$ cat config.mk
export PLATFORM = sky130hd
export DESIGN_NAME = whack_game_core
export DESIGN_NICKNAME = d
export VERILOG_FILES = /design/src/rtl/whack_pkg.sv /design/src/rtl/mole_lfsr.sv /design/src/rtl/whack_game_core.sv
export SDC_FILE = /design/constraint.sdc
export NUM_CORES = 1
export LEC_CHECK = 0
export ABC_AREA = 0
export CORE_ASPECT_RATIO = 0.75
export CORE_MARGIN = 2
export CORE_UTILIZATION = 30
export CTS_BUF_LIST = sky130_fd_sc_hd__clkbuf_8
export DETAILED_ROUTE_END_ITERATION = 6
export GPL_TIMING_DRIVEN = 0
export MAX_ROUTING_LAYER = met4
export PLACE_DENSITY = 0.61
export SKIP_LAST_GASP = 1
export SYNTH_ARGS = -nofsm -noshare
export SYNTH_HDL_FRONTEND = slang
export SYNTH_SLANG_ARGS = --single-unit
$ cat constraint.sdc
create_clock -name clk -period 1.9 [get_ports clk]
set_input_delay 0.38 -clock clk [delete_from_list [all_inputs] [get_ports clk]]
set_output_delay 0.38 -clock clk [all_outputs]
set_load 0.005 [all_outputs]
$ cat src/rtl/whack_pkg.sv
`default_nettype none
// ============================================================================
// Module   : whack_pkg
// Purpose  : Shared types and helpers for the whack-a-mole game engine:
//            game state encoding, maximal LFSR tap table, saturating add.
// Revision : 1.0 - initial release
// ============================================================================
package whack_pkg;

    typedef enum logic [1:0] {
        IDLE  = 2'd0,
        PLAY  = 2'd1,
        FEVER = 2'd2,
        DONE  = 2'd3
    } state_t;

    // Fibonacci tap masks; bit k set means x^(k+1) appears in the polynomial.
    function automatic logic [31:0] lfsr_taps(input int n);
        case (n)
            2:       lfsr_taps = 32'h0000_0003;
            4:       lfsr_taps = 32'h0000_000C;
            6:       lfsr_taps = 32'h0000_0030;
            8:       lfsr_taps = 32'h0000_00B8;
            10:      lfsr_taps = 32'h0000_0240;
            12:      lfsr_taps = 32'h0000_0829;
            14:      lfsr_taps = 32'h0000_2015;
            16:      lfsr_taps = 32'h0000_D008;
            18:      lfsr_taps = 32'h0002_0400;
            20:      lfsr_taps = 32'h0009_0000;
            22:      lfsr_taps = 32'h0030_0000;
            24:      lfsr_taps = 32'h00E1_0000;
            26:      lfsr_taps = 32'h0200_0023;
            28:      lfsr_taps = 32'h0900_0000;
            30:      lfsr_taps = 32'h2000_0029;
            32:      lfsr_taps = 32'h8020_0003;
            default: lfsr_taps = 32'h0000_0003;
        endcase
    endfunction

    function automatic logic [31:0] sat_add(input logic [31:0] a,
                                            input logic [31:0] b,
                                            input int          w);
        logic [32:0] sum;
        logic [32:0] lim;
        sum = {1'b0, a} + {1'b0, b};
        lim = (33'd1 << w) - 33'd1;
        sat_add = (sum > lim) ? lim[31:0] : sum[31:0];
    endfunction

endpackage
`default_nettype wire

$ cat src/rtl/mole_lfsr.sv
`default_nettype none
// ============================================================================
// Module   : mole_lfsr
// Purpose  : Maximal-length Fibonacci LFSR producing the random mole pattern.
//            Exposes both the current state and the value after one step.
// Revision : 1.0 - initial release
// ============================================================================
module mole_lfsr
    import whack_pkg::*;
#(
    parameter int          N_HOLES = 8,
    parameter int unsigned SEED    = 'hA5
) (
    input  logic               clk,
    input  logic               RESET,
    input  logic               step,
    input  logic               load,
    output logic [N_HOLES-1:0] state,
    output logic [N_HOLES-1:0] next_state
);

    localparam logic [N_HOLES-1:0] c_RAW_SEED = N_HOLES'(SEED);
    localparam logic [N_HOLES-1:0] c_SEED     = (c_RAW_SEED == '0) ? N_HOLES'(1) : c_RAW_SEED;
    localparam logic [N_HOLES-1:0] c_TAPS     = N_HOLES'(lfsr_taps(N_HOLES));

    logic [N_HOLES-1:0] r_state;
    logic               w_fb;
    logic [N_HOLES-1:0] w_shift;

    assign w_fb    = ^(r_state & c_TAPS);
    assign w_shift = {r_state[N_HOLES-2:0], w_fb};
    // The all-zero lock-up state is unreachable from a nonzero seed; recover anyway.
    assign next_state = (w_shift == '0) ? c_SEED : w_shift;
    assign state      = r_state;

    always_ff @(posedge clk or posedge RESET) begin
        if (RESET) begin
            r_state <= c_SEED;
        end else if (load) begin
            r_state <= c_SEED;
        end else if (step) begin
            r_state <= next_state;
        end
    end

endmodule
`default_nettype wire

$ cat src/rtl/whack_game_core.sv
`default_nettype none
// ============================================================================
// Module   : whack_game_core
// Purpose  : Whack-a-mole game engine: mole pattern, hit judging, score,
//            combo, fever mode and game timer. Define PAUSE_EN to add pause.
// Revision : 1.0 - initial release
// ============================================================================
module whack_game_core
    import whack_pkg::*;
#(
    parameter int          N_HOLES     = 8,
    parameter int          SCORE_W     = 8,
    parameter int          COMBO_W     = 4,
    parameter int          TIMER_W     = 8,
    parameter int          GAME_TICKS  = 45,
    parameter int          FEVER_COMBO = 10,
    parameter int          FEVER_TICKS = 5,
    parameter int          NORMAL_PTS  = 1,
    parameter int          FEVER_PTS   = 3,
    parameter int unsigned LFSR_SEED   = 'hA5
) (
    input  logic               clk,
    input  logic               RESET,
    input  logic               start,
    input  logic               tick,
    input  logic [N_HOLES-1:0] keypad,
`ifdef PAUSE_EN
    input  logic               pause,
`endif
    output logic [N_HOLES-1:0] mole,
    output logic [SCORE_W-1:0] score,
    output logic [COMBO_W-1:0] combo,
    output logic [TIMER_W-1:0] timer,
    output logic               fever,
    output logic               finish,
    output logic               hit
);

    localparam int FC_W = (FEVER_TICKS < 2) ? 1 : $clog2(FEVER_TICKS + 1);

    localparam logic [N_HOLES-1:0] c_RAW_SEED    = N_HOLES'(LFSR_SEED);
    localparam logic [N_HOLES-1:0] c_SEED        = (c_RAW_SEED == '0) ? N_HOLES'(1) : c_RAW_SEED;
    localparam logic [N_HOLES-1:0] c_UPPER       = {{(N_HOLES/2){1'b1}}, {(N_HOLES/2){1'b0}}};
    localparam logic [N_HOLES-1:0] c_LOWER       = {{(N_HOLES/2){1'b0}}, {(N_HOLES/2){1'b1}}};
    localparam logic [N_HOLES-1:0] c_ONE_N       = N_HOLES'(1);
    localparam logic [TIMER_W-1:0] c_GAME_TICKS  = TIMER_W'(GAME_TICKS);
    localparam logic [TIMER_W-1:0] c_ONE_T       = TIMER_W'(1);
    localparam logic [COMBO_W-1:0] c_FEVER_COMBO = COMBO_W'(FEVER_COMBO);
    localparam logic [FC_W-1:0]    c_FEVER_TICKS = FC_W'(FEVER_TICKS);
    localparam logic [FC_W-1:0]    c_ONE_F       = FC_W'(1);

    state_t             r_state,     w_state_nxt;
    logic [SCORE_W-1:0] r_score,     w_score_nxt;
    logic [COMBO_W-1:0] r_combo,     w_combo_nxt;
    logic [TIMER_W-1:0] r_timer,     w_timer_nxt;
    logic [N_HOLES-1:0] r_mole,      w_mole_nxt;
    logic [FC_W-1:0]    r_fever_cnt, w_fcnt_nxt;
    logic               r_hit,       w_hit_nxt;
    logic [N_HOLES-1:0] r_key_latch, w_latch_nxt;

    logic               w_pause;
    logic               w_judge;
    logic               w_hit;
    logic               w_onehot;
    logic               w_lfsr_step;
    logic [N_HOLES-1:0] w_lfsr_state;
    logic [N_HOLES-1:0] w_lfsr_next;

`ifdef PAUSE_EN
    assign w_pause = pause;
`else
    assign w_pause = 1'b0;
`endif

    assign w_judge     = tick && !start && !w_pause && ((r_state == PLAY) || (r_state == FEVER));
    assign w_hit       = |(r_mole & r_key_latch);
    assign w_onehot    = (keypad != '0) && ((keypad & (keypad - c_ONE_N)) == '0);
    assign w_lfsr_step = w_judge && (r_state == PLAY);

    mole_lfsr #(
        .N_HOLES (N_HOLES),
        .SEED    (LFSR_SEED)
    ) u_lfsr (
        .clk        (clk),
        .RESET      (RESET),
        .step       (w_lfsr_step),
        .load       (start),
        .state      (w_lfsr_state),
        .next_state (w_lfsr_next)
    );

    // Only a clean single-key press replaces the latch; the judged key is
    // consumed by the tick so it cannot score twice.
    always_comb begin
        w_latch_nxt = r_key_latch;
        if (w_pause || w_judge) begin
            w_latch_nxt = '0;
        end else if (w_onehot) begin
            w_latch_nxt = keypad;
        end
    end

    always_comb begin
        w_state_nxt = r_state;
        w_score_nxt = r_score;
        w_combo_nxt = r_combo;
        w_timer_nxt = r_timer;
        w_mole_nxt  = r_mole;
        w_fcnt_nxt  = r_fever_cnt;
        w_hit_nxt   = 1'b0;

        if (start) begin
            w_state_nxt = PLAY;
            w_score_nxt = '0;
            w_combo_nxt = '0;
            w_timer_nxt = c_GAME_TICKS;
            w_mole_nxt  = c_SEED;
            w_fcnt_nxt  = '0;
        end else if (w_judge) begin
            w_timer_nxt = r_timer - c_ONE_T;
            w_hit_nxt   = w_hit;
            if (r_state == PLAY) begin
                w_mole_nxt = w_lfsr_next;
                if (w_hit) begin
                    w_score_nxt = SCORE_W'(sat_add(32'(r_score), 32'(NORMAL_PTS), SCORE_W));
                    w_combo_nxt = COMBO_W'(sat_add(32'(r_combo), 32'd1, COMBO_W));
                    if (w_combo_nxt == c_FEVER_COMBO) begin
                        w_state_nxt = FEVER;
                        w_fcnt_nxt  = '0;
                        w_mole_nxt  = c_UPPER;
                    end
                end else begin
                    w_combo_nxt = '0;
                end
            end else begin
                if (w_hit) begin
                    w_score_nxt = SCORE_W'(sat_add(32'(r_score), 32'(FEVER_PTS), SCORE_W));
                end
                w_mole_nxt = (r_mole == c_UPPER) ? c_LOWER : c_UPPER;
                w_fcnt_nxt = r_fever_cnt + c_ONE_F;
                if (w_fcnt_nxt == c_FEVER_TICKS) begin
                    w_combo_nxt = '0;
                    w_state_nxt = PLAY;
                end
            end
            // Game over overrides any fever entry or exit on the final tick.
            if (w_timer_nxt == '0) begin
                w_state_nxt = DONE;
                w_mole_nxt  = '1;
            end
        end
    end

    always_ff @(posedge clk or posedge RESET) begin
        if (RESET) begin
            r_state     <= IDLE;
            r_score     <= '0;
            r_combo     <= '0;
            r_timer     <= c_GAME_TICKS;
            r_mole      <= '0;
            r_fever_cnt <= '0;
            r_hit       <= 1'b0;
            r_key_latch <= '0;
        end else begin
            r_state     <= w_state_nxt;
            r_score     <= w_score_nxt;
            r_combo     <= w_combo_nxt;
            r_timer     <= w_timer_nxt;
            r_mole      <= w_mole_nxt;
            r_fever_cnt <= w_fcnt_nxt;
            r_hit       <= w_hit_nxt;
            r_key_latch <= w_latch_nxt;
        end
    end

    assign mole   = r_mole;
    assign score  = r_score;
    assign combo  = r_combo;
    assign timer  = r_timer;
    assign fever  = (r_state == FEVER);
    assign finish = (r_state == DONE);
    assign hit    = r_hit;

endmodule
`default_nettype wire
==> flow_summary.html, run 1 <==
<table>
<tr><th>Metric</th><th>Value</th></tr>
<tr><th colspan="2">Yosys</th></tr>
<tr><td>Count of synthesis-stage warnings from yosys</td><td>0</td></tr>
<tr><td>Largest area contributor in the synthesized netlist</td><td>sky130_fd_sc_hd__dfrtp_1</td></tr>
<tr><td>Number of enable flip-flop cells after synthesis</td><td>0</td></tr>
<tr><td>Gate Count Post-Synth</td><td>386</td></tr>
<tr><td>Share of synthesized flip-flops with an asynchronous set or reset</td><td>100%</td></tr>
<tr><td>Synthesized net count</td><td>between 400 and 500</td></tr>
<tr><td>Count of cell types in the netlist</td><td>67</td></tr>
<tr><td>Cell types with the largest area share after synthesis</td><td>sky130_fd_sc_hd__dfrtp_1 32%, sky130_fd_sc_hd__dfstp_2 6.4%, sky130_fd_sc_hd__a21oi_1 5.3%, sky130_fd_sc_hd__ha_1 4.9%, sky130_fd_sc_hd__o21ai_0 4.8%</td></tr>
<tr><td>Share of synthesized area occupied by flip-flops and latches</td><td>a little under two fifths</td></tr>
<tr><td>Most repeated cell in the gate-level netlist after synthesis</td><td>sky130_fd_sc_hd__dfrtp_1</td></tr>
<tr><td>Post-synth top flop</td><td>sky130_fd_sc_hd__dfrtp_1</td></tr>
<tr><td>Portion of synthesized cell area occupied by the leading cell type</td><td>around a third</td></tr>
<tr><td>Mean post-synth cell area</td><td>roughly 8.6 um2</td></tr>
<tr><td>Flip-flop and latch count after synthesis</td><td>50</td></tr>
<tr><td>Most frequent cells after synthesis</td><td>42 x sky130_fd_sc_hd__dfrtp_1, 40 x sky130_fd_sc_hd__nand2_1, 35 x sky130_fd_sc_hd__a21oi_1</td></tr>
<tr><td>Area of the mapped netlist</td><td>between 3000 and 4000 um2</td></tr>
<tr><th colspan="2">Die</th></tr>
<tr><td>Starting density of the core</td><td>30.5%</td></tr>
<tr><td>IO Count</td><td>43</td></tr>
<tr><td>Std-Cell Rows</td><td>33</td></tr>
<tr><td>Floorplan core area</td><td>between 10,000 and 15,000 um2</td></tr>
<tr><td>Horiz. Die Dim</td><td>125 um</td></tr>
<tr><td>Die Y</td><td>between 90 and 100 um</td></tr>
<tr><td>Die area</td><td>between 10,000 and 15,000 um2</td></tr>
<tr><th colspan="2">STA</th></tr>
<tr><td>Maximum clock skew at final layout</td><td>between 0.008 and 0.009 ns</td></tr>
<tr><td>Worst Tran Pin Value</td><td>around 0.56 ns</td></tr>
<tr><td>Final Max Slew Viols</td><td>0</td></tr>
<tr><td>Relative slew slack</td><td>between 60% and 70%</td></tr>
<tr><td>Maximum clock rate</td><td>between 500 and 600 MHz</td></tr>
<tr><td>Post-route worst setup slack</td><td>-0.0868 ns</td></tr>
<tr><td>Count of endpoints failing setup in the final report</td><td>6</td></tr>
<tr><td>Sum Neg Setup Slack</td><td>-0.156 ns</td></tr>
<tr><td>Time the final worst path needs with I/O delays and setup</td><td>a little under 2 ns</td></tr>
<tr><td>Final cycle utilization of the critical path</td><td>105%</td></tr>
<tr><td>Number of failing hold endpoints at the final stage</td><td>0</td></tr>
<tr><td>Unrepaired setup endpoints after global routing</td><td>true</td></tr>
<tr><th colspan="2">Global route</th></tr>
<tr><td>Largest net degree at the start of global routing</td><td>41</td></tr>
<tr><td>Total GRT Usage</td><td>~16%</td></tr>
<tr><td>Number of antenna violations at the first check in global routing</td><td>0</td></tr>
<tr><td>First-pass GRT wire length</td><td>~15,000 um</td></tr>
<tr><td>Vias in the first global route</td><td>a little under 3,000</td></tr>
<tr><td>Aggregate global routing overflow</td><td>0</td></tr>
<tr><th colspan="2">Run status</th></tr>
<tr><td>Violations in the final reports</td><td>negative setup slack</td></tr>
<tr><td>Result of the run</td><td>finished, violations left</td></tr>
<tr><th colspan="2">Final layout</th></tr>
<tr><td>Proportion of layout cells with a drive suffix above 1</td><td>28.3%</td></tr>
<tr><td>Count of fill cells added during filler insertion</td><td>1,036</td></tr>
<tr><td>Net total in the final layout</td><td>approximately 500</td></tr>
<tr><td>Final Instance Area</td><td>approximately 4800 um2</td></tr>
<tr><td>ANT cells</td><td>0</td></tr>
<tr><td>Area added between synthesis and finish</td><td>44.0%</td></tr>
<tr><td>Fin cells</td><td>613</td></tr>
<tr><th colspan="2">Power</th></tr>
<tr><td>Lkg Pwr</td><td>1.86 nW</td></tr>
<tr><td>Max IR drop VDD</td><td>about 0.28 mV</td></tr>
<tr><td>Power density over the cells</td><td>approximately 580 nW/um2</td></tr>
<tr><td>Design Power</td><td>0.00276 W</td></tr>
<tr><th colspan="2">Clock network</th></tr>
<tr><td>Number of levels in the clock H-tree</td><td>2</td></tr>
<tr><td>TritonCTS clock tree</td><td>done</td></tr>
<tr><td>Clock Sinks</td><td>50</td></tr>
<tr><td>Source-to-sink clock delay at the later pin of the worst-skew pair</td><td>0.32 ns</td></tr>
<tr><td>Hold-fix buffers at CTS</td><td>0</td></tr>
<tr><td>Number of CTS-inserted buffers</td><td>5</td></tr>
<tr><td>Buffer cell driving the clock tree root</td><td>sky130_fd_sc_hd__clkbuf_8</td></tr>
<tr><td>Clock edge transition at the registers on the reported setup and hold paths</td><td>0.09 ns</td></tr>
<tr><td>Longest Clk Path Bufs</td><td>2</td></tr>
<tr><th colspan="2">Place</th></tr>
<tr><td>Standard cell area after detailed placement</td><td>between 3000 and 4000 um2</td></tr>
<tr><td>Worst setup slack before clock tree synthesis</td><td>-0.735 ns</td></tr>
<tr><td>Count of buffers from port buffering</td><td>40</td></tr>
<tr><td>Number of instances in the placed design</td><td>approximately 570</td></tr>
<tr><td>Routability-driven placement congestion ratio</td><td>~0.91</td></tr>
<tr><td>Half-perimeter wire length after detailed placement</td><td>6600 um</td></tr>
<tr><th colspan="2">Critical path</th></tr>
<tr><td>Worst-path fanout max</td><td>8</td></tr>
<tr><td>Element type at the critical path end</td><td>register</td></tr>
<tr><td>Critical path, cell by cell</td><td>buf_8 -&gt; nor2_2 -&gt; nor3b_4 -&gt; xnor2_1 -&gt; o31ai_4 -&gt; a311o_1</td></tr>
<tr><td>Worst path buffer plus inverter count</td><td>1</td></tr>
<tr><td>Category of the most critical setup path</td><td>register to register</td></tr>
<tr><td>Longest individual stage delay on the worst path</td><td>0.46 ns</td></tr>
<tr><td>Required time at the endpoint of the critical path</td><td>~2.1 ns</td></tr>
<tr><td>Crit path arrival time</td><td>between 2 and 2.5 ns</td></tr>
<tr><td>Cell with the biggest individual delay on the critical path</td><td>sky130_fd_sc_hd__dfrtp_2</td></tr>
<tr><td>Top cell family by delay on the critical path</td><td>compound AO/OA/AOI/OAI gates</td></tr>
<tr><td>Critical Path Start Type</td><td>register</td></tr>
<tr><th colspan="2">Detailed routing</th></tr>
<tr><td>Number of DRC violations after detailed-routing iteration 0</td><td>around 210</td></tr>
<tr><td>Post-DR vias/cell</td><td>about 5.2</td></tr>
<tr><td>Vias after detailed routing</td><td>3,203</td></tr>
<tr><td>Average detailed-routed wire length per instance</td><td>around 16 um</td></tr>
<tr><td>Routed WL</td><td>roughly 9800 um</td></tr>
<tr><td>Length of the first detailed-routing pass in iterations</td><td>5</td></tr>
<tr><td>Post-detailed-route DRC marker count</td><td>0</td></tr>
<tr><td>Routed Antenna Nets</td><td>0</td></tr>
<tr><th colspan="2">Run</th></tr>
<tr><td>Max-Cap Viols</td><td>0</td></tr>
<tr><th colspan="2">Min path</th></tr>
<tr><td>Type of the tightest min-delay check</td><td>primary input to async pin</td></tr>
</table>
==> timing repair <==
action / 4_1_cts / 5_1_grt
gates resized for setup: 36 / 68
setup endpoints to repair: 31 / 42
buffers inserted: 28 / 14
pin swaps: 13 / 25
==> power breakdown <==
part           internal (W)  total, W  switching (W)
clock              0.000527  0.000907       0.000380
combinational      0.000314  0.000645       0.000332
sequential          0.00113   0.00121      0.0000788
total               0.00197   0.00276       0.000790
==> per-layer routing <==
layer	share of wire, %	global-route usage [%]	wire length [um]
met4	0.79	2.87	77
met5	0	-	0
met3	5.7	3.23	559
met2	45	23.7	4440
met1	48	22.6	4720
==> layout by cell type, fill, tap and decap left out, drive strengths merged, types with 4 or more instances in the layout <==
cell type      Yosys  final
a21oi             36     36
nor3               8      8
nand2b             7      7
nor2b              8      8
buf                4     46
or4                4      4
o21ai             33     33
nand4              7      7
nor2              34     34
clkbuf            15     18
dfstp              8      8
ha                13     13
xor2               7      7
a221oi             4      4
dlygate4sd2        0      4
nand3             27     27
dfrtp             42     42
nand3b             4      4
xnor2             11     11
clkdlybuf4s50      0     34
nand2             40     40
inv               16     16
a31oi              9      9
==> state kept, by name (all words and copies together), names as in the netlist <==
name and count:
timer 8, mole 8, score 8, r_fever_cnt 3
r_key_latch 8, u_lfsr.state 8, combo 4, r_state 2
hit 1
==> final cells by class <==
type                            count  area, um2  area share [%]
Timing Repair Buffer               82        764            16.1
Buffer                             16       95.1            2.00
Multi-Input combinational cell    301       2260            47.5
Clock buffer                        5       68.8            1.45
Clock inverter                      3       68.8            1.45
Sequential cell                    50       1270            26.6
Tap cell                          140        175            3.68
Inverter                           16       60.1            1.26
==> worst paths after layout <==
path                                startpoint  slack (ns)  depth (start not counted)         endpoint
worst max-delay path                  score[0]       -0.09                          6         score[2]
worst min-delay path                     RESET        0.30                          2   r_key_latch[6]
worst max register to register        score[0]       -0.09                          6         score[2]
worst min register to register  r_key_latch[1]        0.51                          2   r_key_latch[1]
max in group asynchronous                RESET        1.05                          3  u_lfsr.state[7]
min in group clk                     keypad[7]        0.39                          3   r_key_latch[7]
==> stage by stage <==
| step | hold WS, ns | util [%] |
|---|---|---|
| detailed placement | 0.489 | 36.3 |
| floorplan | 0.467 | - |
| finish | 0.302 | 44.0 |
| CTS | 0.309 | 40.6 |
| global placement | 0.486 | 36.1 |
| global route | 0.327 | 44.0 |
==> cell families (layout without fill, tap and decap cells) <==
group	after synthesis	after routing	share of synthesized area (%)
AOI/OAI and AO/OA	113	113	23.0
xor gates and xnor gates	18	18	4.77
adders and majority gates	13	13	4.92
buffers and inverters	35	122	4.35
DFF	50	50	38.2
muxes	2	2	0.606
and+or+nand+nor	155	155	24.2
Power figures use the tool's default switching activity.
==> run 2: changes to the inputs <==
--- a/config.mk
+++ b/config.mk
@@ -13,7 +13,7 @@
 export DETAILED_ROUTE_END_ITERATION = 6
 export GPL_TIMING_DRIVEN = 0
 export MAX_ROUTING_LAYER = met4
-export PLACE_DENSITY = 0.61
+export PLACE_DENSITY = 0.56
 export SKIP_LAST_GASP = 1
 export SYNTH_ARGS = -nofsm -noshare
 export SYNTH_HDL_FRONTEND = slang
==> run 2 against run 1 <==
  * The flow still finishes with violations (negative setup slack)
  * Hold slack better by 0.0019 ns
  * Non-clock buffer count decreased by 6
  * Maximum frequency is 1.2% lower
  * Flip-flop and latch count is the same
  * Die area is the same
  * Via count rose by 1.9%
  * Clock skew is 0.0045 ns lower
  * Combinational power decreased by 3.6%
  * Sequential power about the same
  * Total power hardly changed
  * Global-route usage increased by 0.64 points
  * Critical path type unchanged
  * Critical path depth is the same
==> flow_summary.html, run 2 (synthesis gave the netlist of run 1 again) <==
<table>
<tr><th>Metric</th><th>Value</th></tr>
<tr><th colspan="2">Run status</th></tr>
<tr><td>Result of the run</td><td>finished, violations left</td></tr>
<tr><td>Violations in the final reports</td><td>negative setup slack</td></tr>
<tr><th colspan="2">Final layout</th></tr>
<tr><td>Net total in the final layout</td><td>491</td></tr>
<tr><td>Most frequent cells in the layout</td><td>38 x sky130_fd_sc_hd__dfrtp_1, 36 x sky130_fd_sc_hd__nand2_1, 33 x sky130_fd_sc_hd__clkdlybuf4s50_1, 30 x sky130_fd_sc_hd__a21oi_1</td></tr>
<tr><td>Proportion of layout cells with a drive suffix above 1</td><td>a little over a quarter</td></tr>
<tr><td>Area added between synthesis and finish</td><td>42.1%</td></tr>
<tr><td>Fin cells</td><td>607</td></tr>
<tr><td>ANT cells</td><td>0</td></tr>
<tr><td>Count of fill cells added during filler insertion</td><td>just over 1,000</td></tr>
<tr><td>Most common cell after layout, fill and taps aside</td><td>sky130_fd_sc_hd__dfrtp_1</td></tr>
<tr><td>Final design utilization</td><td>between 40% and 50%</td></tr>
<tr><th colspan="2">Min path</th></tr>
<tr><td>Type of the tightest min-delay check</td><td>primary input to async pin</td></tr>
<tr><th colspan="2">STA</th></tr>
<tr><td>Maximum clock rate</td><td>just under 500 MHz</td></tr>
<tr><td>Final Max Slew Viols</td><td>0</td></tr>
<tr><td>Sum Neg Setup Slack</td><td>-0.400 ns</td></tr>
<tr><td>Relative slew slack</td><td>64.6%</td></tr>
<tr><td>Final cycle utilization of the critical path</td><td>106%</td></tr>
<tr><td>Maximum clock skew at final layout</td><td>0.00411 ns</td></tr>
<tr><td>Number of failing hold endpoints at the final stage</td><td>0</td></tr>
<tr><td>Post-route worst setup slack</td><td>-0.111 ns</td></tr>
<tr><td>Unrepaired setup endpoints after global routing</td><td>true</td></tr>
<tr><td>Time the final worst path needs with I/O delays and setup</td><td>just over 2 ns</td></tr>
<tr><td>Worst Tran Pin Value</td><td>0.531 ns</td></tr>
<tr><td>Count of endpoints failing setup in the final report</td><td>5</td></tr>
<tr><th colspan="2">Die</th></tr>
<tr><td>IO Count</td><td>43</td></tr>
<tr><td>Starting density of the core</td><td>between 30% and 40%</td></tr>
<tr><td>Std-Cell Rows</td><td>33</td></tr>
<tr><td>Die area</td><td>approximately 12,000 um2</td></tr>
<tr><td>Floorplan core area</td><td>between 10,000 and 15,000 um2</td></tr>
<tr><td>Die Y</td><td>94.9 um</td></tr>
<tr><td>Horiz. Die Dim</td><td>~130 um</td></tr>
<tr><th colspan="2">Clock network</th></tr>
<tr><td>Source-to-sink clock delay at the later pin of the worst-skew pair</td><td>slightly above 0.3 ns</td></tr>
<tr><td>Hold-fix buffers at CTS</td><td>0</td></tr>
<tr><td>Number of levels in the clock H-tree</td><td>2</td></tr>
<tr><td>Number of CTS-inserted buffers</td><td>5</td></tr>
<tr><td>Buffer cell driving the clock tree root</td><td>sky130_fd_sc_hd__clkbuf_8</td></tr>
<tr><td>Longest Clk Path Bufs</td><td>2</td></tr>
<tr><td>TritonCTS clock tree</td><td>done</td></tr>
<tr><td>Clock Sinks</td><td>50</td></tr>
<tr><td>Clock edge transition at the registers on the reported setup and hold paths</td><td>around 0.090 ns</td></tr>
<tr><th colspan="2">Detailed routing</th></tr>
<tr><td>Post-DR vias/cell</td><td>about 5.4</td></tr>
<tr><td>Average detailed-routed wire length per instance</td><td>about 16 um</td></tr>
<tr><td>Number of DRC violations after detailed-routing iteration 0</td><td>between 150 and 200</td></tr>
<tr><td>Post-detailed-route DRC marker count</td><td>0</td></tr>
<tr><td>Routed Antenna Nets</td><td>0</td></tr>
<tr><td>Length of the first detailed-routing pass in iterations</td><td>5</td></tr>
<tr><td>Routed WL</td><td>about 9600 um</td></tr>
<tr><td>Vias after detailed routing</td><td>~3,300</td></tr>
<tr><th colspan="2">Global route</th></tr>
<tr><td>Vias in the first global route</td><td>3,131</td></tr>
<tr><td>Total GRT Usage</td><td>16.5%</td></tr>
<tr><td>Largest net degree at the start of global routing</td><td>42</td></tr>
<tr><td>Number of antenna violations at the first check in global routing</td><td>0</td></tr>
<tr><td>Global-route layer with the greatest usage</td><td>met2</td></tr>
<tr><td>Aggregate global routing overflow</td><td>0</td></tr>
<tr><td>Global routing usage on met2</td><td>approximately 25%</td></tr>
<tr><td>First-pass GRT wire length</td><td>approximately 16,000 um</td></tr>
<tr><td>GR Util met1</td><td>roughly 23%</td></tr>
<tr><td>Met3 track demand over resource in global routing</td><td>under 10%</td></tr>
<tr><th colspan="2">Critical path</th></tr>
<tr><td>Category of the most critical setup path</td><td>register to register</td></tr>
<tr><td>Element type at the critical path end</td><td>register</td></tr>
<tr><td>Crit path arrival time</td><td>between 2 and 2.5 ns</td></tr>
<tr><td>Required time at the endpoint of the critical path</td><td>2.14 ns</td></tr>
<tr><td>Worst-path fanout max</td><td>5</td></tr>
<tr><td>Critical Path Start Type</td><td>register</td></tr>
<tr><th colspan="2">Power</th></tr>
<tr><td>Design Power</td><td>approximately 0.0028 W</td></tr>
<tr><td>Power density over the cells</td><td>approximately 600 nW/um2</td></tr>
<tr><td>Lkg Pwr</td><td>1.85 nW</td></tr>
<tr><td>Max IR drop VDD</td><td>roughly 0.29 mV</td></tr>
<tr><th colspan="2">Place</th></tr>
<tr><td>Worst setup slack before clock tree synthesis</td><td>-0.677 ns</td></tr>
<tr><td>Routability-driven placement congestion ratio</td><td>0.887</td></tr>
<tr><td>Number of instances in the placed design</td><td>567</td></tr>
<tr><td>Count of buffers from port buffering</td><td>40</td></tr>
<tr><td>Half-perimeter wire length after detailed placement</td><td>6590 um</td></tr>
<tr><th colspan="2">Run</th></tr>
<tr><td>Max-Cap Viols</td><td>0</td></tr>
</table>
## run 2: worst paths after layout
| path | startpoint | endpoint | slack [ns] | cells after the start |
|---|---|---|---|---|
| worst min-delay path | RESET | timer[7] | 0.30 | 2 |
| max in group asynchronous | RESET | u_lfsr.state[0] | 1.05 | 3 |
| worst max-delay path | score[1] | score[2] | -0.11 | 6 |
| worst max register to register | score[1] | score[2] | -0.11 | 6 |
| worst min register to register | r_key_latch[0] | r_key_latch[0] | 0.52 | 2 |
| min in group clk | keypad[2] | r_key_latch[2] | 0.49 | 3 |
## run 2: where the power goes
| group | internal [W] | switching [W] |
|---|---|---|
| sequential | 0.00113 | 0.0000790 |
| combinational | 0.000303 | 0.000320 |
| clock | 0.000562 | 0.000367 |
| total | 0.00200 | 0.000766 |
## run 2: cell type report
| class | instances | area, um2 | share of cell area, % |
|---|---|---|---|
| clock buffers | 6 | 82.6 | 1.76 |
| flip-flops and latches | 50 | 1270 | 27.0 |
| inverters | 16 | 60.1 | 1.28 |
| plain buffers | 16 | 96.3 | 2.05 |
| well taps | 140 | 175 | 3.73 |
| clock inverters | 2 | 60.1 | 1.28 |
| repair buffers | 76 | 731 | 15.6 |
| multi-input cells | 301 | 2220 | 47.4 |
## run 2: per-stage QoR
stage | hold slack [ns] | area [um2]
6_report | 0.304 | 4700
5_1_grt | 0.326 | 4700
3_3_place_gp | 0.488 | 3910
4_1_cts | 0.317 | 4400
3_5_place_dp | 0.498 | 3930
2_1_floorplan | 0.467 | 3330
## run 2: critical path, cell delays in order, from the launching register on
cell	delay, ns
sky130_fd_sc_hd__dfrtp_2	0.45
sky130_fd_sc_hd__ha_4	0.19
sky130_fd_sc_hd__o31a_1	0.32
sky130_fd_sc_hd__o22ai_2	0.20
sky130_fd_sc_hd__or3b_1	0.40
sky130_fd_sc_hd__a221oi_2	0.24
sky130_fd_sc_hd__a311o_1	0.16
## run 2: timing repair
action,4_1_cts,5_1_grt
setup buffers,24,11
pin swaps,14,22
endpoints found under the setup margin,33,38
gates resized for setup,33,62
## run 2: per-layer routing
layer	vias to the layer above	routed length [um]
li1	1561	-
met1	1601	4660
met5	-	0
met2	89	4490
met4	0	91
met3	13	391
==> run 3: changes to the inputs <==
==> constraint.sdc (replaced) <==
create_clock -name clk -period 1.9 [get_ports clk]
set_input_delay 0.19 -clock clk [delete_from_list [all_inputs] [get_ports clk]]
set_output_delay 0.19 -clock clk [all_outputs]
set_load 0.005 [all_outputs]
==> run 3 against run 2 <==
  * The flow still finishes with violations (negative setup slack)
  * Count of clock-buffer cells in the layout is the same
  * Die area stayed put
  * Register-to-register slack lost 0.02 ns
  * Critical path depth stayed put
  * Maximum frequency decreased by 1.1%
  * First-iteration DRC count decreased by 29%
  * Critical path type unchanged
  * Largest cell class unchanged
==> flow_summary.html, run 3 (synthesis gave the netlist of run 1 again) <==
<table>
<tr><th>Metric</th><th>Value</th></tr>
<tr><th colspan="2">Run status</th></tr>
<tr><td>Result of the run</td><td>finished, violations left</td></tr>
<tr><td>Violations in the final reports</td><td>negative setup slack</td></tr>
<tr><th colspan="2">Detailed routing</th></tr>
<tr><td>Routed Antenna Nets</td><td>0</td></tr>
<tr><td>Post-detailed-route DRC marker count</td><td>0</td></tr>
<tr><td>Routed WL</td><td>around 9600 um</td></tr>
<tr><td>Vias after detailed routing</td><td>between 3,000 and 4,000</td></tr>
<tr><td>Length of the first detailed-routing pass in iterations</td><td>5</td></tr>
<tr><td>Number of DRC violations after detailed-routing iteration 0</td><td>around 130</td></tr>
<tr><td>Post-DR vias/cell</td><td>roughly 5.4</td></tr>
<tr><td>Average detailed-routed wire length per instance</td><td>around 16 um</td></tr>
<tr><th colspan="2">Final layout</th></tr>
<tr><td>Count of fill cells added during filler insertion</td><td>between 1,000 and 1,500</td></tr>
<tr><td>Most frequent cells in the layout</td><td>38 x sky130_fd_sc_hd__dfrtp_1, 38 x sky130_fd_sc_hd__clkdlybuf4s50_1, 36 x sky130_fd_sc_hd__nand2_1, 34 x sky130_fd_sc_hd__buf_4</td></tr>
<tr><td>Area added between synthesis and finish</td><td>43.3%</td></tr>
<tr><td>Proportion of layout cells with a drive suffix above 1</td><td>27.6%</td></tr>
<tr><td>ANT cells</td><td>0</td></tr>
<tr><td>Flip-flop and latch area</td><td>between 1000 and 1500 um2</td></tr>
<tr><td>Final design utilization</td><td>between 40% and 50%</td></tr>
<tr><td>Footprint of the multi-input gates</td><td>between 2000 and 2500 um2</td></tr>
<tr><td>Fin cells</td><td>611</td></tr>
<tr><td>Net total in the final layout</td><td>495</td></tr>
<tr><th colspan="2">STA</th></tr>
<tr><td>Number of failing hold endpoints at the final stage</td><td>0</td></tr>
<tr><td>Maximum clock skew at final layout</td><td>about 0.0083 ns</td></tr>
<tr><td>Worst Tran Pin Value</td><td>~0.53 ns</td></tr>
<tr><td>Time the final worst path needs with I/O delays and setup</td><td>2.03 ns</td></tr>
<tr><td>Unrepaired setup endpoints after global routing</td><td>true</td></tr>
<tr><td>Final Max Slew Viols</td><td>0</td></tr>
<tr><td>Sum Neg Setup Slack</td><td>-0.137 ns</td></tr>
<tr><td>Relative slew slack</td><td>between 60% and 70%</td></tr>
<tr><td>Post-route worst setup slack</td><td>-0.134 ns</td></tr>
<tr><td>Maximum clock rate</td><td>492 MHz</td></tr>
<tr><td>Count of endpoints failing setup in the final report</td><td>3</td></tr>
<tr><td>Final hold slack</td><td>around 0.11 ns</td></tr>
<tr><td>Final cycle utilization of the critical path</td><td>107%</td></tr>
<tr><th colspan="2">Place</th></tr>
<tr><td>Number of instances in the placed design</td><td>approximately 570</td></tr>
<tr><td>Half-perimeter wire length after detailed placement</td><td>around 6600 um</td></tr>
<tr><td>Count of buffers from port buffering</td><td>40</td></tr>
<tr><td>Routability-driven placement congestion ratio</td><td>0.887</td></tr>
<tr><th colspan="2">Power</th></tr>
<tr><td>Switching share of power</td><td>between 20% and 30%</td></tr>
<tr><td>Lkg Pwr</td><td>approximately 1.8 nW</td></tr>
<tr><td>Switching pwr</td><td>between 0.0007 and 0.0008 W</td></tr>
<tr><td>Max IR drop VDD</td><td>around 0.29 mV</td></tr>
<tr><td>Internal portion of total power</td><td>roughly 0.0020 W</td></tr>
<tr><td>Register share of total power</td><td>43.7%</td></tr>
<tr><td>Comb pwr share</td><td>a little under a quarter</td></tr>
<tr><td>Clock share of power</td><td>between 30% and 40%</td></tr>
<tr><td>Power density over the cells</td><td>around 590 nW/um2</td></tr>
<tr><th colspan="2">Global route</th></tr>
<tr><td>First-pass GRT wire length</td><td>15,500 um</td></tr>
<tr><td>Global-route layer with the greatest usage</td><td>met2</td></tr>
<tr><td>Largest net degree at the start of global routing</td><td>42</td></tr>
<tr><td>Global routing usage on met2</td><td>between 20% and 30%</td></tr>
<tr><td>Number of antenna violations at the first check in global routing</td><td>0</td></tr>
<tr><td>Aggregate global routing overflow</td><td>0</td></tr>
<tr><td>Met3 track demand over resource in global routing</td><td>between 2 and 3%</td></tr>
<tr><td>Vias in the first global route</td><td>3,133</td></tr>
<tr><td>GR Util met1</td><td>roughly 23%</td></tr>
<tr><td>Total GRT Usage</td><td>between 10% and 20%</td></tr>
<tr><th colspan="2">Clock network</th></tr>
<tr><td>Number of CTS-inserted buffers</td><td>5</td></tr>
<tr><td>Clock edge transition at the registers on the reported setup and hold paths</td><td>~0.10 ns</td></tr>
<tr><td>Longest Clk Path Bufs</td><td>2</td></tr>
<tr><td>Buffer cell driving the clock tree root</td><td>sky130_fd_sc_hd__clkbuf_8</td></tr>
<tr><td>Number of levels in the clock H-tree</td><td>2</td></tr>
<tr><td>Source-to-sink clock delay at the later pin of the worst-skew pair</td><td>0.31 ns</td></tr>
<tr><td>Clock Sinks</td><td>50</td></tr>
<tr><td>TritonCTS clock tree</td><td>done</td></tr>
<tr><th colspan="2">Die</th></tr>
<tr><td>Horiz. Die Dim</td><td>between 100 and 150 um</td></tr>
<tr><td>IO Count</td><td>43</td></tr>
<tr><td>Starting density of the core</td><td>30.5%</td></tr>
<tr><td>Die Y</td><td>between 90 and 100 um</td></tr>
<tr><td>Std-Cell Rows</td><td>33</td></tr>
<tr><td>Die area</td><td>11,900 um2</td></tr>
<tr><td>Floorplan core area</td><td>approximately 11,000 um2</td></tr>
<tr><th colspan="2">Critical path</th></tr>
<tr><td>Crit path arrival time</td><td>about 2.3 ns</td></tr>
<tr><td>Worst-path fanout max</td><td>5</td></tr>
<tr><td>Worst-case register-to-register setup slack</td><td>-0.13 ns</td></tr>
<tr><td>Element type at the critical path end</td><td>register</td></tr>
<tr><td>Category of the most critical setup path</td><td>register to register</td></tr>
<tr><td>Required time at the endpoint of the critical path</td><td>around 2.1 ns</td></tr>
<tr><td>Critical Path Start Type</td><td>register</td></tr>
<tr><th colspan="2">Run</th></tr>
<tr><td>Max-Cap Viols</td><td>0</td></tr>
<tr><th colspan="2">Min path</th></tr>
<tr><td>Type of the tightest min-delay check</td><td>primary input to async pin</td></tr>
</table>
-- run 3: path summary, 6_finish.rpt --
kind / startpoint / endpoint / cells after the start
max in group asynchronous: RESET / u_lfsr.state[7] / 3
worst min register to register: r_key_latch[1] / r_key_latch[1] / 2
worst max-delay path: score[1] / score[2] / 6
worst min-delay path: RESET / timer[7] / 2
min in group clk: keypad[1] / r_key_latch[1] / 3
worst max register to register: score[1] / score[2] / 6
-- run 3: worst max-delay path, cell delays in order (launching register included) --
cell and delay [ns]:
sky130_fd_sc_hd__dfrtp_2 0.45, sky130_fd_sc_hd__ha_4 0.19, sky130_fd_sc_hd__o31a_1 0.32, sky130_fd_sc_hd__o22ai_2 0.19, sky130_fd_sc_hd__or3b_1 0.40, sky130_fd_sc_hd__a221oi_2 0.24
sky130_fd_sc_hd__a311o_1 0.17
-- run 3: layout make-up --
class | count | share of cell area (%)
Multi-Input combinational cell | 301 | 47.1
Sequential cell | 50 | 26.7
Timing Repair Buffer | 80 | 16.2
Tap cell | 140 | 3.70
Buffer | 16 | 1.98
Clock buffer | 6 | 1.74
Clock inverter | 2 | 1.27
Inverter | 16 | 1.27
-- run 3: per-layer routing --
metal / wire, um / part of all wire [%] / vias to the layer above
met5: 0 / 0 / -
met4: 62 / 0.64 / 0
met3: 420 / 4.4 / 9
met2: 4500 / 47 / 91
met1: 4670 / 48 / 1617
li1: - / - / 1567
-- run 3: through the flow --
stage	cell area [um2]	power (W)	setup WS (ns)
after floorplan	3330	0.00149	-0.00287
after global placement	3910	0.00167	-0.679
after detailed placement	3930	0.00168	-0.487
after CTS	4360	0.00270	-0.0829
after global routing	4740	0.00289	-0.166
final	4740	0.00277	-0.134
-- run 3: power groups by stage --
stage	Sequential [W]	Combinational, W	Clock, W
global route	0.00122	0.000686	0.000987
floorplan	0.00121	0.000274	0
detailed placement	0.00124	0.000443	0
global placement	0.00124	0.000431	0
finish	0.00121	0.000632	0.000930
CTS	0.00120	0.000556	0.000942
-- run 3: what timing repair did --
action	in CTS	in global routing
pin swaps	10	18
hold buffers	0	0
resized for setup	25	63
setup buffers	25	14
setup endpoints to repair	30	35
